### config.mk
export PLATFORM = sky130hd
export DESIGN_NAME = flash_req_bridge
export DESIGN_NICKNAME = d
export VERILOG_FILES = /design/src/rtl/flash_pkg.sv /design/src/rtl/flash_timeout_ctr.sv /design/src/rtl/flash_req_bridge.sv
export SDC_FILE = /design/constraint.sdc
export NUM_CORES = 1
export LEC_CHECK = 0
export BUFFER_PORTS_ARGS = -buffer_cell sky130_fd_sc_hd__buf_2
export CAP_MARGIN = 0
export CORE_MARGIN = 4
export CORE_UTILIZATION = 30
export CTS_BUF_LIST = sky130_fd_sc_hd__clkbuf_8
export DETAILED_ROUTE_END_ITERATION = 8
export HOLD_SLACK_MARGIN = 0.15
export SLEW_MARGIN = 25
export SYNTH_ARGS = -nofsm -noshare
export SYNTH_HDL_FRONTEND = slang
export SYNTH_SLANG_ARGS = --single-unit
### constraint.sdc
create_clock -name clk -period 2.8 [get_ports clk]
set_input_delay 0.28 -clock clk [delete_from_list [all_inputs] [get_ports clk]]
set_output_delay 0.28 -clock clk [all_outputs]
set_load 0.02 [all_outputs]
### src/rtl/flash_pkg.sv
// Shared definitions for the SPI flash front-end and the SPIFlashModule wrapper.
package flash_pkg;

    localparam int unsigned FLASH_ADDR_W = 24;
    localparam int unsigned FLASH_DATA_W = 32;

    // State encoding kept as plain constants so legacy wrappers can decode it.
    localparam logic [1:0] ST_IDLE   = 2'd0;
    localparam logic [1:0] ST_ACCEPT = 2'd1;
    localparam logic [1:0] ST_BUSY   = 2'd2;
    localparam logic [1:0] ST_RESP   = 2'd3;

endpackage

### src/rtl/flash_timeout_ctr.sv
// Saturating cycle counter: expired goes high once LIMIT cycles have been counted since clear.
module flash_timeout_ctr #(
    parameter int unsigned LIMIT = 1048576
) (
    input  logic clk,
    input  logic reset,
    input  logic clear,
    input  logic enable,
    output logic expired
);

    localparam int unsigned W = $clog2(LIMIT) + 1;
    localparam logic [W-1:0] LAST = W'(LIMIT - 1);

    logic [W-1:0] cnt_q, cnt_d;

    always_comb begin
        cnt_d = cnt_q;
        if (clear) begin
            cnt_d = '0;
        end else if (enable && (cnt_q != '1)) begin
            cnt_d = cnt_q + W'(1);
        end
    end

    always_ff @(posedge clk) begin
        if (reset) begin
            cnt_q <= '0;
        end else begin
            cnt_q <= cnt_d;
        end
    end

    assign expired = (cnt_q >= LAST);

endmodule

### src/rtl/flash_req_bridge.sv
// CPU valid/ready request front-end for SPIFlashModule; all flash_* outputs are registered.
module flash_req_bridge
    import flash_pkg::*;
#(
    parameter int unsigned ADDR_W = FLASH_ADDR_W,
    parameter int unsigned DATA_W = FLASH_DATA_W,
    parameter int unsigned TIMEOUT = 1048576,
    parameter logic [ADDR_W-1:0] ADDR_LIMIT = 'hFFFFFC
) (
    input  logic              clk,
    input  logic              reset,
    input  logic              req_valid,
    output logic              req_ready,
    input  logic              req_write,
    input  logic [ADDR_W-1:0] req_addr,
    input  logic [DATA_W-1:0] req_wdata,
    output logic              rsp_valid,
    input  logic              rsp_ready,
    output logic [DATA_W-1:0] rsp_rdata,
    output logic              rsp_err,
    output logic              flash_en,
    output logic              flash_write,
    output logic [ADDR_W-1:0] flash_addr,
    output logic [DATA_W-1:0] flash_data_in,
    input  logic [DATA_W-1:0] flash_data_out,
    input  logic              flash_ready,
    output logic              busy
);

    logic [1:0]        state_q, state_d;
    logic              req_ready_q, req_ready_d;
    logic              rsp_valid_q, rsp_valid_d;
    logic [DATA_W-1:0] rsp_rdata_q, rsp_rdata_d;
    logic              rsp_err_q, rsp_err_d;
    logic              flash_en_q, flash_en_d;
    logic              flash_write_q, flash_write_d;
    logic [ADDR_W-1:0] flash_addr_q, flash_addr_d;
    logic [DATA_W-1:0] flash_data_in_q, flash_data_in_d;
    logic              busy_q, busy_d;
    logic              tmo_clear, tmo_enable, tmo_expired;

    flash_timeout_ctr #(
        .LIMIT(TIMEOUT)
    ) u_timeout (
        .clk     (clk),
        .reset   (reset),
        .clear   (tmo_clear),
        .enable  (tmo_enable),
        .expired (tmo_expired)
    );

    assign tmo_enable = (state_q == ST_ACCEPT) || (state_q == ST_BUSY);
    assign tmo_clear  = (state_d != state_q);

    always_comb begin
        state_d         = state_q;
        rsp_valid_d     = rsp_valid_q;
        rsp_rdata_d     = rsp_rdata_q;
        rsp_err_d       = rsp_err_q;
        flash_en_d      = flash_en_q;
        flash_write_d   = flash_write_q;
        flash_addr_d    = flash_addr_q;
        flash_data_in_d = flash_data_in_q;

        case (state_q)
            ST_IDLE: begin
                if (req_valid && req_ready_q) begin
                    if (req_addr > ADDR_LIMIT) begin
                        state_d     = ST_RESP;
                        rsp_valid_d = 1'b1;
                        rsp_err_d   = 1'b1;
                        rsp_rdata_d = '0;
                    end else begin
                        state_d         = ST_ACCEPT;
                        flash_en_d      = 1'b1;
                        flash_write_d   = req_write;
                        flash_addr_d    = {req_addr[ADDR_W-1:2], 2'b00};
                        flash_data_in_d = req_write ? req_wdata : '0;
                    end
                end
            end
            ST_ACCEPT, ST_BUSY: begin
                // ACCEPT waits for the controller to go busy; BUSY waits for it to finish.
                if ((state_q == ST_ACCEPT) && !flash_ready) begin
                    state_d = ST_BUSY;
                end else if ((state_q == ST_BUSY) && flash_ready) begin
                    state_d       = ST_RESP;
                    flash_en_d    = 1'b0;
                    flash_write_d = 1'b0;
                    rsp_valid_d   = 1'b1;
                    rsp_err_d     = 1'b0;
                    rsp_rdata_d   = flash_write_q ? '0 : flash_data_out;
                end else if (tmo_expired) begin
                    state_d       = ST_RESP;
                    flash_en_d    = 1'b0;
                    flash_write_d = 1'b0;
                    rsp_valid_d   = 1'b1;
                    rsp_err_d     = 1'b1;
                    rsp_rdata_d   = '0;
                end
            end
            default: begin
                if (rsp_ready) begin
                    state_d     = ST_IDLE;
                    rsp_valid_d = 1'b0;
                end
            end
        endcase

        req_ready_d = (state_d == ST_IDLE);
        busy_d      = (state_d != ST_IDLE);
    end

    always_ff @(posedge clk) begin
        if (reset) begin
            state_q         <= ST_IDLE;
            req_ready_q     <= 1'b0;
            rsp_valid_q     <= 1'b0;
            rsp_rdata_q     <= '0;
            rsp_err_q       <= 1'b0;
            flash_en_q      <= 1'b0;
            flash_write_q   <= 1'b0;
            flash_addr_q    <= '0;
            flash_data_in_q <= '0;
            busy_q          <= 1'b0;
        end else begin
            state_q         <= state_d;
            req_ready_q     <= req_ready_d;
            rsp_valid_q     <= rsp_valid_d;
            rsp_rdata_q     <= rsp_rdata_d;
            rsp_err_q       <= rsp_err_d;
            flash_en_q      <= flash_en_d;
            flash_write_q   <= flash_write_d;
            flash_addr_q    <= flash_addr_d;
            flash_data_in_q <= flash_data_in_d;
            busy_q          <= busy_d;
        end
    end

    assign req_ready     = req_ready_q;
    assign rsp_valid     = rsp_valid_q;
    assign rsp_rdata     = rsp_rdata_q;
    assign rsp_err       = rsp_err_q;
    assign flash_en      = flash_en_q;
    assign flash_write   = flash_write_q;
    assign flash_addr    = flash_addr_q;
    assign flash_data_in = flash_data_in_q;
    assign busy          = busy_q;

endmodule

==> results of run 1 <==
## final cells by class
class / instances / area share [%]
Multi-Input combinational cell: 425 / 33.2
Sequential cell: 115 / 31.5
Timing Repair Buffer: 278 / 25.7
Clock buffer: 23 / 4.34
Tap cell: 216 / 3.70
Clock inverter: 8 / 1.03
Inverter: 8 / 0.411
Antenna cell: 1 / 0.0343
## timing repair
item | 4_1_cts | 5_1_grt
endpoints found under the hold margin | 86 | 0
hold buffers | 86 | 0
gates resized for setup | 0 | 0
setup buffers | 0 | 0
## cells in the mapped netlist, drive strengths merged (5+ instances only)
library cell  number  share of area [%]
mux2i             33                6.7
xnor2             18                3.2
dfxtp            115                 46
clkbuf            22                1.7
nand2b            36                4.6
nor3               7               0.71
nand4              9                1.4
a21oi             63                6.4
buf               17                2.6
ha                 5                1.3
nand3             41                4.1
nand2            124                9.4
nor2              42                3.3
o21ai              7               0.78
inv                8               0.61
## per-stage QoR
| stage | util (%) | instances | area (µm²) | hold slack (ns) |
|---|---|---|---|---|
| detailed placement | 37.8 | 956 | 6040 | 0.441 |
| global route | 45.6 | 1073 | 7300 | 0.298 |
| finish | 45.6 | 1074 | 7300 | 0.314 |
| CTS | 45.6 | 1073 | 7300 | 0.265 |
| global placement | 37.8 | 956 | 6040 | 0.436 |
| floorplan | - | 587 | 4950 | 0.416 |
## power by group through the flow
stage / registers (W) / clock network [W] / logic, W
3_3_place_gp: 0.00172 / 0 / 0.000320
3_5_place_dp: 0.00173 / 0 / 0.000320
6_report: 0.00169 / 0.00149 / 0.000415
4_1_cts: 0.00169 / 0.00155 / 0.000412
5_1_grt: 0.00169 / 0.00162 / 0.000450
2_1_floorplan: 0.00177 / 0 / 0.000135
## tightest hold or removal path, stage by stage
cell	delay, ns
buf_2	0.12
nand2_1	0.07
o211a_1	0.12
nand2_1	0.06
nor2_1	0.03
## cell families (layout without fill, tap and decap cells)
group	count (synthesis)	count (layout)	synth area share [%]
buffers and inverters	47	317	4.90
adder cells (fa/ha/maj)	5	5	1.26
XOR/XNOR	19	19	3.36
multiplexers	33	33	6.67
AND/OR/NAND/NOR	276	276	26.3
other	1	3	0.0757
AO/OA/AOI/OAI	90	90	10.9
flip-flops	115	115	46.5
## layer usage
metal / track usage, % / vias up
met5: 0 / -
met4: 4.93 / 4
met3: 5.55 / 19
met2: 24.2 / 185
met1: 19.6 / 2202
li1: - / 2482
## registers in the layout, summed over array words and instances (netlist names), 2 cells and up
register         cells
u_timeout.cnt_q     21
state_q              2
flash_addr          22
rsp_rdata           32
flash_data_in       32
## how the worst min path moves through the flow
stage / from / to / depth (start not counted)
2_1_floorplan: req_addr[2] / flash_addr[2]$_SDFFE_PP0P_ / 2
3_3_place_gp: flash_data_in[12]$_SDFFE_PP0P_ / flash_data_in[12]$_SDFFE_PP0P_ / 2
3_5_place_dp: flash_data_in[25]$_SDFFE_PP0P_ / flash_data_in[25]$_SDFFE_PP0P_ / 2
4_1_cts: rsp_ready / state_q[0]$_SDFF_PP0_ / 5
5_1_grt: rsp_ready / state_q[0]$_SDFF_PP0_ / 5
6_report: rsp_ready / state_q[0]$_SDFF_PP0_ / 5
==> results.json, run 1 <==
{
  "start_kind": "register",
  "vias": 4892,
  "worst_path_largest_cell_delay_ns": 0.57,
  "avgViaCountPerCell": 4.55,
  "seq_power_share_pct": 47.0,
  "switching_share_pct": 24.7,
  "antenna_found_initial": 2,
  "met2_length_mm": 6.57,
  "area_delta_synth_final_pct": 47.4,
  "crit_path_end": "u_timeout.cnt_q[20]$_SDFFE_PP0P_",
  "multiInputGateArea_um2": 2430,
  "maxCapViolCount": 0,
  "worst_slack_ns": 0.284,
  "switching_power_w": 0.000890,
  "crit_path_start": "state_q[1]$_SDFF_PP0_",
  "crit_chain": "inv_1 -> ha_1 -> nor2_1 -> a311o_4 -> a211o_1 -> a211o_1 -> a21oi_1",
  "critPathKind": "register to register",
  "clk_latency_ns": 0.42,
  "critical-path-top-delay-family": "compound AO/OA/AOI/OAI gates",
  "synth_edf_count": 0,
  "h-tree-depth": 4,
  "hold_viol": 0,
  "finalWirelength_mm": 14.7,
  "maxSlewViolCount": 0,
  "drt_iter0_markers": 227,
  "r2r-end": "u_timeout.cnt_q[20]$_SDFFE_PP0P_",
  "place_ws_ns": 0.289,
  "row_count": 46,
  "initial_core_util_pct": 30.9,
  "worst_pin_slew_ns": 0.753,
  "worst_path_most_repeated_cell": "a211o_1",
  "gp_congestion": 0.782,
  "yosys_warnings": 0,
  "end_kind": "register",
  "top_layer_used": "met5",
  "cp.depth": 7,
  "leakagePower_nw": 3.00,
  "clock-root-buffer": "clkbuf_8",
  "r2r_slack_ns": 0.28,
  "cts_sinks": 115,
  "cp_data_required_time_ns": 3.14,
  "io_buffers": 185,
  "pwr-share-clk_pct": 41.5,
  "status": "completed",
  "final_common_cell": "buf_2",
  "intPower_w": 0.00271,
  "finalSetupViolCount": 0,
  "die_h_um": 136,
  "fin_skew_ns": 0.00852,
  "synth_cell_types": 52,
  "grt_max_degree": 64,
  "drc_errors": 0,
  "cp_data_arrival_time_ns": 2.86,
  "pin_count": 188,
  "power.density_nw_per_um2": 493,
  "fin_setup_tns_ns": 0,
  "critPathBufInv": 1,
  "cts_tree": "done",
  "met1_length_mm": 6.75,
  "max_clock_freq_mhz": 397,
  "dieWidth_um": 136,
  "seqCellArea_um2": 2300,
  "power_w": 0.00360,
  "synth_area_um2": 4950,
  "p_comb_share_pct": 11.5,
  "die_area_um2": 18600,
  "fill_cells": 1566,
  "grt_pass1_wl_mm": 23.0,
  "rsz0062_at_grt": "no",
  "fin_nets": 944,
  "clockBufferDepth": 2,
  "antenna_left": 0,
  "rr_startpoint": "state_q[1]$_SDFF_PP0_",
  "r2r_cells": 7,
  "timing.final.crit_share_pct": 89.9,
  "grt.total_usage_pct": 15.4,
  "ys_seq_area_share_pct": 46.5,
  "slowest_stage": "a211o_1",
  "numCtsBuffers": 17,
  "async_flop_share_pct": 0,
  "critPathMaxFanout": 21,
  "post_drt_wl_per_cell_um": 13.7,
  "core_area_um2": 16000,
  "finalCriticalPeriod_ns": 2.52,
  "synthCells": 586,
  "gr-total-overflow": 0,
  "grt_pass1_vias": 4800,
  "ys.flop_type": "dfxtp_1",
  "clkTransAtPathRegs_ns": 0.06,
  "final_cell_mix": "buf_2, nand2_1, dfxtp_1, dlygate4sd3_1, a21oi_1",
  "holdCritPathClass": "input pin to register",
  "syn_area_per_cell_um2": 8.45,
  "firstDrtPassIters": 4,
  "hpwlAfterDp_mm": 9.37,
  "synth-seq-cells": 115,
  "peakVddDrop_uv": 323,
  "drive_above_1_share_pct": 28.0,
  "wl_met3_mm": 1.16,
  "relSlewSlack_pct": 49.8
}
(Power assumes the default switching activity.)
==> inputs of run 2 (changes only) <==
--- a/config.mk
+++ b/config.mk
@@ -12,6 +12,8 @@
 export CTS_BUF_LIST = sky130_fd_sc_hd__clkbuf_8
 export DETAILED_ROUTE_END_ITERATION = 8
 export HOLD_SLACK_MARGIN = 0.15
+export RECOVER_POWER = 100
+export REMOVE_ABC_BUFFERS = 1
 export SLEW_MARGIN = 25
 export SYNTH_ARGS = -nofsm -noshare
 export SYNTH_HDL_FRONTEND = slang
==> run 2 against run 1 <==
Worst setup slack improved by 0.083 ns. Via count about the same. Flip-flop and latch count unchanged. Count of clock-buffer cells in the layout decreased by 4.
==> results.json, run 2 (same netlist as run 1, synthesis figures left out) <==
{
  "diodes": 0,
  "fin_nets": 946,
  "area_delta_synth_final_pct": 44.6,
  "post_drt_wl_per_cell_um": 13.8,
  "end_kind": "register",
  "dp.cells": 958,
  "vias": 4893,
  "holdCritPathClass": "input pin to register",
  "drc_errors": 0,
  "leakagePower_nw": 2.61,
  "worst_slack_ns": 0.367,
  "maxCapViolCount": 0,
  "fin_skew_ns": 0.00810,
  "maxSlewViolCount": 0,
  "clk_latency_ns": 0.43,
  "max_clock_freq_mhz": 411,
  "r2r_cells": 9,
  "cts_tree": "done",
  "die_area_um2": 18600,
  "firstDrtPassIters": 4,
  "critPathKind": "register to register",
  "core_area_um2": 16000,
  "finalSetupViolCount": 0,
  "dieWidth_um": 136,
  "start_kind": "register",
  "h-tree-depth": 4,
  "stdcell_count": 1073,
  "grt_max_degree": 60,
  "clock-root-buffer": "clkbuf_8",
  "place_ws_ns": 0.508,
  "worst_pin_slew_ns": 0.619,
  "grt_pass1_wl_mm": 23.1,
  "pin_count": 188,
  "row_count": 46,
  "critPathMaxFanout": 33,
  "finalCriticalPeriod_ns": 2.43,
  "avgViaCountPerCell": 4.56,
  "numCtsBuffers": 17,
  "hold_viol": 0,
  "antenna_found_initial": 0,
  "crit_path_start": "state_q[0]$_SDFF_PP0_",
  "rr_startpoint": "state_q[0]$_SDFF_PP0_",
  "rsz0062_at_grt": "no",
  "io_buffers": 185,
  "relSlewSlack_pct": 58.7,
  "hpwlAfterDp_mm": 9.33,
  "clockBufferDepth": 2,
  "cp_data_required_time_ns": 3.15,
  "drt_iter0_markers": 217,
  "cts_setup_buffers": 0,
  "grt.total_usage_pct": 15.4,
  "grt_pass1_vias": 4722,
  "final_util_pct": 44.7,
  "hold_path.startpoint": "rsp_ready",
  "cp_data_arrival_time_ns": 2.78,
  "whs_path_depth": 5,
  "clkTransAtPathRegs_ns": 0.07,
  "initial_core_util_pct": 30.9,
  "status": "completed",
  "antenna_left": 0,
  "power.density_nw_per_um2": 506,
  "die_h_um": 136,
  "final_common_cell": "nand2_1",
  "gp_congestion": 0.788,
  "timing.final.crit_share_pct": 86.9,
  "cts_sinks": 115,
  "gr-total-overflow": 0,
  "power_w": 0.00362,
  "finalWirelength_mm": 14.8,
  "fin_setup_tns_ns": 0,
  "drive_above_1_share_pct": 16.5,
  "final_cell_mix": "nand2_1, dfxtp_1, buf_2, clkbuf_1, dlygate4sd3_1",
  "peakVddDrop_uv": 270
}
[run 2: metal layers]
metal | global-route usage, % | up-vias | routed length (µm)
met5 | 0 | - | 0
met1 | 18.5 | 2215 | 6560
met4 | 4.59 | 0 | 246
met2 | 25.8 | 173 | 6920
li1 | - | 2487 | -
met3 | 5.77 | 18 | 1110
[run 2: area by class of cell]
| type | instances | area [µm²] |
|---|---|---|
| clock buffers | 19 | 262 |
| clock inverters | 10 | 120 |
| fillers | 1602 | 8840 |
| inverters | 8 | 30.0 |
| multi-input cells | 425 | 2420 |
| flip-flops and latches | 115 | 2300 |
| well taps | 216 | 270 |
| repair buffers | 280 | 1750 |
[run 2: path summary, 6_finish.rpt]
kind / slack, ns / to
min reg2reg: 0.45 / flash_data_in[25]$_SDFFE_PP0P_
min: 0.29 / state_q[0]$_SDFF_PP0_
max: 0.37 / rsp_rdata[6]$_SDFFE_PP0P_
max reg2reg: 0.37 / rsp_rdata[6]$_SDFFE_PP0P_
[run 2: timing repair]
| action | CTS | global route |
|---|---|---|
| endpoints found under the hold margin | 86 | 0 |
| hold buffers | 86 | 0 |
| resized for setup | 0 | 0 |
[run 2: where the power goes]
part / switching [W] / leakage (nW) / internal [W]
Sequential: 0.0000199 / 0.931 / 0.00167
Clock: 0.000633 / 0.212 / 0.000895
Combinational: 0.000213 / 1.47 / 0.000190
Total: 0.000866 / 2.61 / 0.00276
[run 2: critical path, cell delays in order (launching register included)]
cell	delay, ns
dfxtp_1	0.45
inv_1	0.12
ha_1	0.34
buf_4	0.18
inv_1	0.15
nor2_1	0.07
a21boi_0	0.15
and3b_1	0.27
buf_6	0.35
mux2i_1	0.24
[run 2: stage by stage]
stage               hold slack (ns)  cell area [µm²]
floorplan                     0.349             4740
global placement              0.437             6060
detailed placement            0.441             6060
CTS                           0.269             7300
global route                  0.286             7160
finish                        0.295             7160
==> inputs of run 3 (changes only) <==
--- a/config.mk
+++ b/config.mk
@@ -9,7 +9,6 @@
 export CAP_MARGIN = 0
 export CORE_MARGIN = 4
 export CORE_UTILIZATION = 30
-export CTS_BUF_LIST = sky130_fd_sc_hd__clkbuf_8
 export DETAILED_ROUTE_END_ITERATION = 8
 export HOLD_SLACK_MARGIN = 0.15
 export RECOVER_POWER = 100
==> run 3 against run 2 <==
Core utilization is 0.82 points higher. Clock power is 39% higher. First-iteration DRC count is 2.8% lower. Worst hold slack worse by 0.13 ns. Count of clock-buffer cells in the layout is 4 higher. Final cell count is 0.56% lower. Clock skew hardly changed. Routed wire length hardly changed. Via count is 0.47% lower. Critical path depth stayed put. Cell area is 1.8% higher. Worst setup slack better by 0.0028 ns. Largest cell class unchanged.
==> results.json, run 3 (same netlist as run 1, synthesis figures left out) <==
{
  "cp_data_arrival_time_ns": 2.76,
  "die_h_um": 136,
  "vias": 4870,
  "numCtsBuffers": 17,
  "start_kind": "register",
  "final_util_pct": 45.6,
  "drc_errors": 0,
  "cp_data_required_time_ns": 3.13,
  "status": "completed",
  "clock-root-buffer": "clkbuf_16",
  "antenna_left": 0,
  "core_area_um2": 16000,
  "fin_skew_ns": 0.00803,
  "power_w": 0.00422,
  "peakVddDrop_uv": 432,
  "critPathBufInv": 4,
  "drive_above_1_share_pct": 16.6,
  "seq_power_share_pct": 40.2,
  "max_clock_freq_mhz": 412,
  "h-tree-depth": 4,
  "switching_share_pct": 22.2,
  "fin_nets": 940,
  "end_kind": "register",
  "pwr-share-clk_pct": 50.4,
  "final_cell_mix": "nand2_1, dfxtp_1, clkbuf_1, buf_2, dlygate4sd3_1",
  "finalWirelength_mm": 14.8,
  "rsz0062_at_grt": "no",
  "final_common_cell": "nand2_1",
  "timing.final.crit_share_pct": 86.8,
  "finalCriticalPeriod_ns": 2.43,
  "r2r_cells": 9,
  "switching_power_w": 0.000936,
  "finalSetupViolCount": 0,
  "pin_count": 188,
  "hpwlAfterDp_mm": 9.33,
  "dieWidth_um": 136,
  "p_comb_share_pct": 9.4,
  "clockBufferDepth": 2,
  "critPathKind": "register to register",
  "grt_pass1_wl_mm": 23.2,
  "worst_path_most_repeated_cell": "inv_1",
  "clkTransAtPathRegs_ns": 0.05,
  "slowest_stage": "dfxtp_1",
  "critical-path-top-delay-family": "buffers and inverters",
  "cts_resized": 0,
  "initial_core_util_pct": 30.9,
  "firstDrtPassIters": 4,
  "power.density_nw_per_um2": 579,
  "grt_max_degree": 60,
  "hold_path.startpoint": "req_wdata[0]",
  "crit_chain": "inv_1 -> ha_1 -> buf_4 -> inv_1 -> nor2_1 -> a21boi_0 -> and3b_1 -> buf_6 -> mux2i_1",
  "avgViaCountPerCell": 4.56,
  "cts_tree": "done",
  "drt_iter0_markers": 211,
  "gp_congestion": 0.788,
  "leakagePower_nw": 2.65,
  "hold_viol": 0,
  "antenna_found_initial": 0,
  "r2r_slack_ns": 0.37,
  "cts_sinks": 115,
  "worst_path_largest_cell_delay_ns": 0.43,
  "intPower_w": 0.00328,
  "die_area_um2": 18600,
  "row_count": 46,
  "diodes": 0,
  "maxSlewViolCount": 0,
  "critPathMaxFanout": 33,
  "hold_end": "flash_data_in[0]$_SDFFE_PP0P_",
  "post_drt_wl_per_cell_um": 13.9,
  "io_buffers": 185,
  "holdCritPathClass": "input pin to register",
  "rr_startpoint": "state_q[1]$_SDFF_PP0_",
  "area_delta_synth_final_pct": 47.2,
  "whs_path_depth": 3,
  "maxCapViolCount": 0,
  "fin_setup_tns_ns": 0,
  "relSlewSlack_pct": 57.3,
  "grt_pass1_vias": 4681,
  "r2r-end": "rsp_rdata[6]$_SDFFE_PP0P_",
  "clk_latency_ns": 0.41,
  "gr-total-overflow": 0,
  "worst_pin_slew_ns": 0.640,
  "grt.total_usage_pct": 15.6
}
## run 3: routing by layer
layer  wire, µm  GRT usage [%]
met1       6420           18.6
met2       6990           25.9
met3       1150           5.18
met4        272           5.66
met5          0              0
## run 3: through the flow
step / hold slack (ns) / cells / setup WS (ns) / instance area (µm²)
after global placement: 0.437 / 958 / 0.543 / 6060
after floorplan: 0.349 / 548 / -0.271 / 4740
after detailed placement: 0.441 / 958 / 0.508 / 6060
after global routing: 0.176 / 1067 / 0.155 / 7290
final: 0.168 / 1067 / 0.370 / 7290
after CTS: 0.151 / 1067 / 0.480 / 7430
## run 3: worst max path at each step
stage | start | end | slack, ns | cells past startpoint
global placement | state_q[1]$_SDFF_PP0_ | u_timeout.cnt_q[20]$_SDFFE_PP0P_ | 0.54 | 8
CTS | state_q[1]$_SDFF_PP0_ | u_timeout.cnt_q[20]$_SDFFE_PP0P_ | 0.48 | 8
detailed placement | state_q[1]$_SDFF_PP0_ | u_timeout.cnt_q[20]$_SDFFE_PP0P_ | 0.51 | 8
floorplan | state_q[1]$_SDFF_PP0_ | flash_data_in[0]$_SDFFE_PP0P_ | -0.27 | 6
finish | state_q[1]$_SDFF_PP0_ | rsp_rdata[6]$_SDFFE_PP0P_ | 0.37 | 9
global route | state_q[1]$_SDFF_PP0_ | rsp_rdata[5]$_SDFFE_PP0P_ | 0.16 | 9
## run 3: timing repair
item | in CTS | in global routing
endpoints found under the setup margin | 0 | 0
hold buffers | 80 | 0
buffers inserted | 0 | 0
endpoints found under the hold margin | 80 | 0
## run 3: tightest hold or removal path, cell delays in order
cell	delay, ns
buf_2	0.10
nand3_1	0.08
a21oi_1	0.06
## run 3: cell type report
type	count	area, µm²
fillers	1602	8710
multi-input cells	425	2420
flip-flops and latches	115	2300
repair buffers	274	1690
clock buffers	23	468
well taps	216	270
clock inverters	6	105
inverters	8	30.0
## run 3: power by group through the flow
| stage | registers, W | clock network [W] | logic, W |
|---|---|---|---|
| after global routing | 0.00170 | 0.00226 | 0.000432 |
| after floorplan | 0.00177 | 0 | 0.000101 |
| after global placement | 0.00172 | 0 | 0.000325 |
| final | 0.00169 | 0.00213 | 0.000397 |
| after CTS | 0.00169 | 0.00218 | 0.000409 |
| after detailed placement | 0.00173 | 0 | 0.000322 |
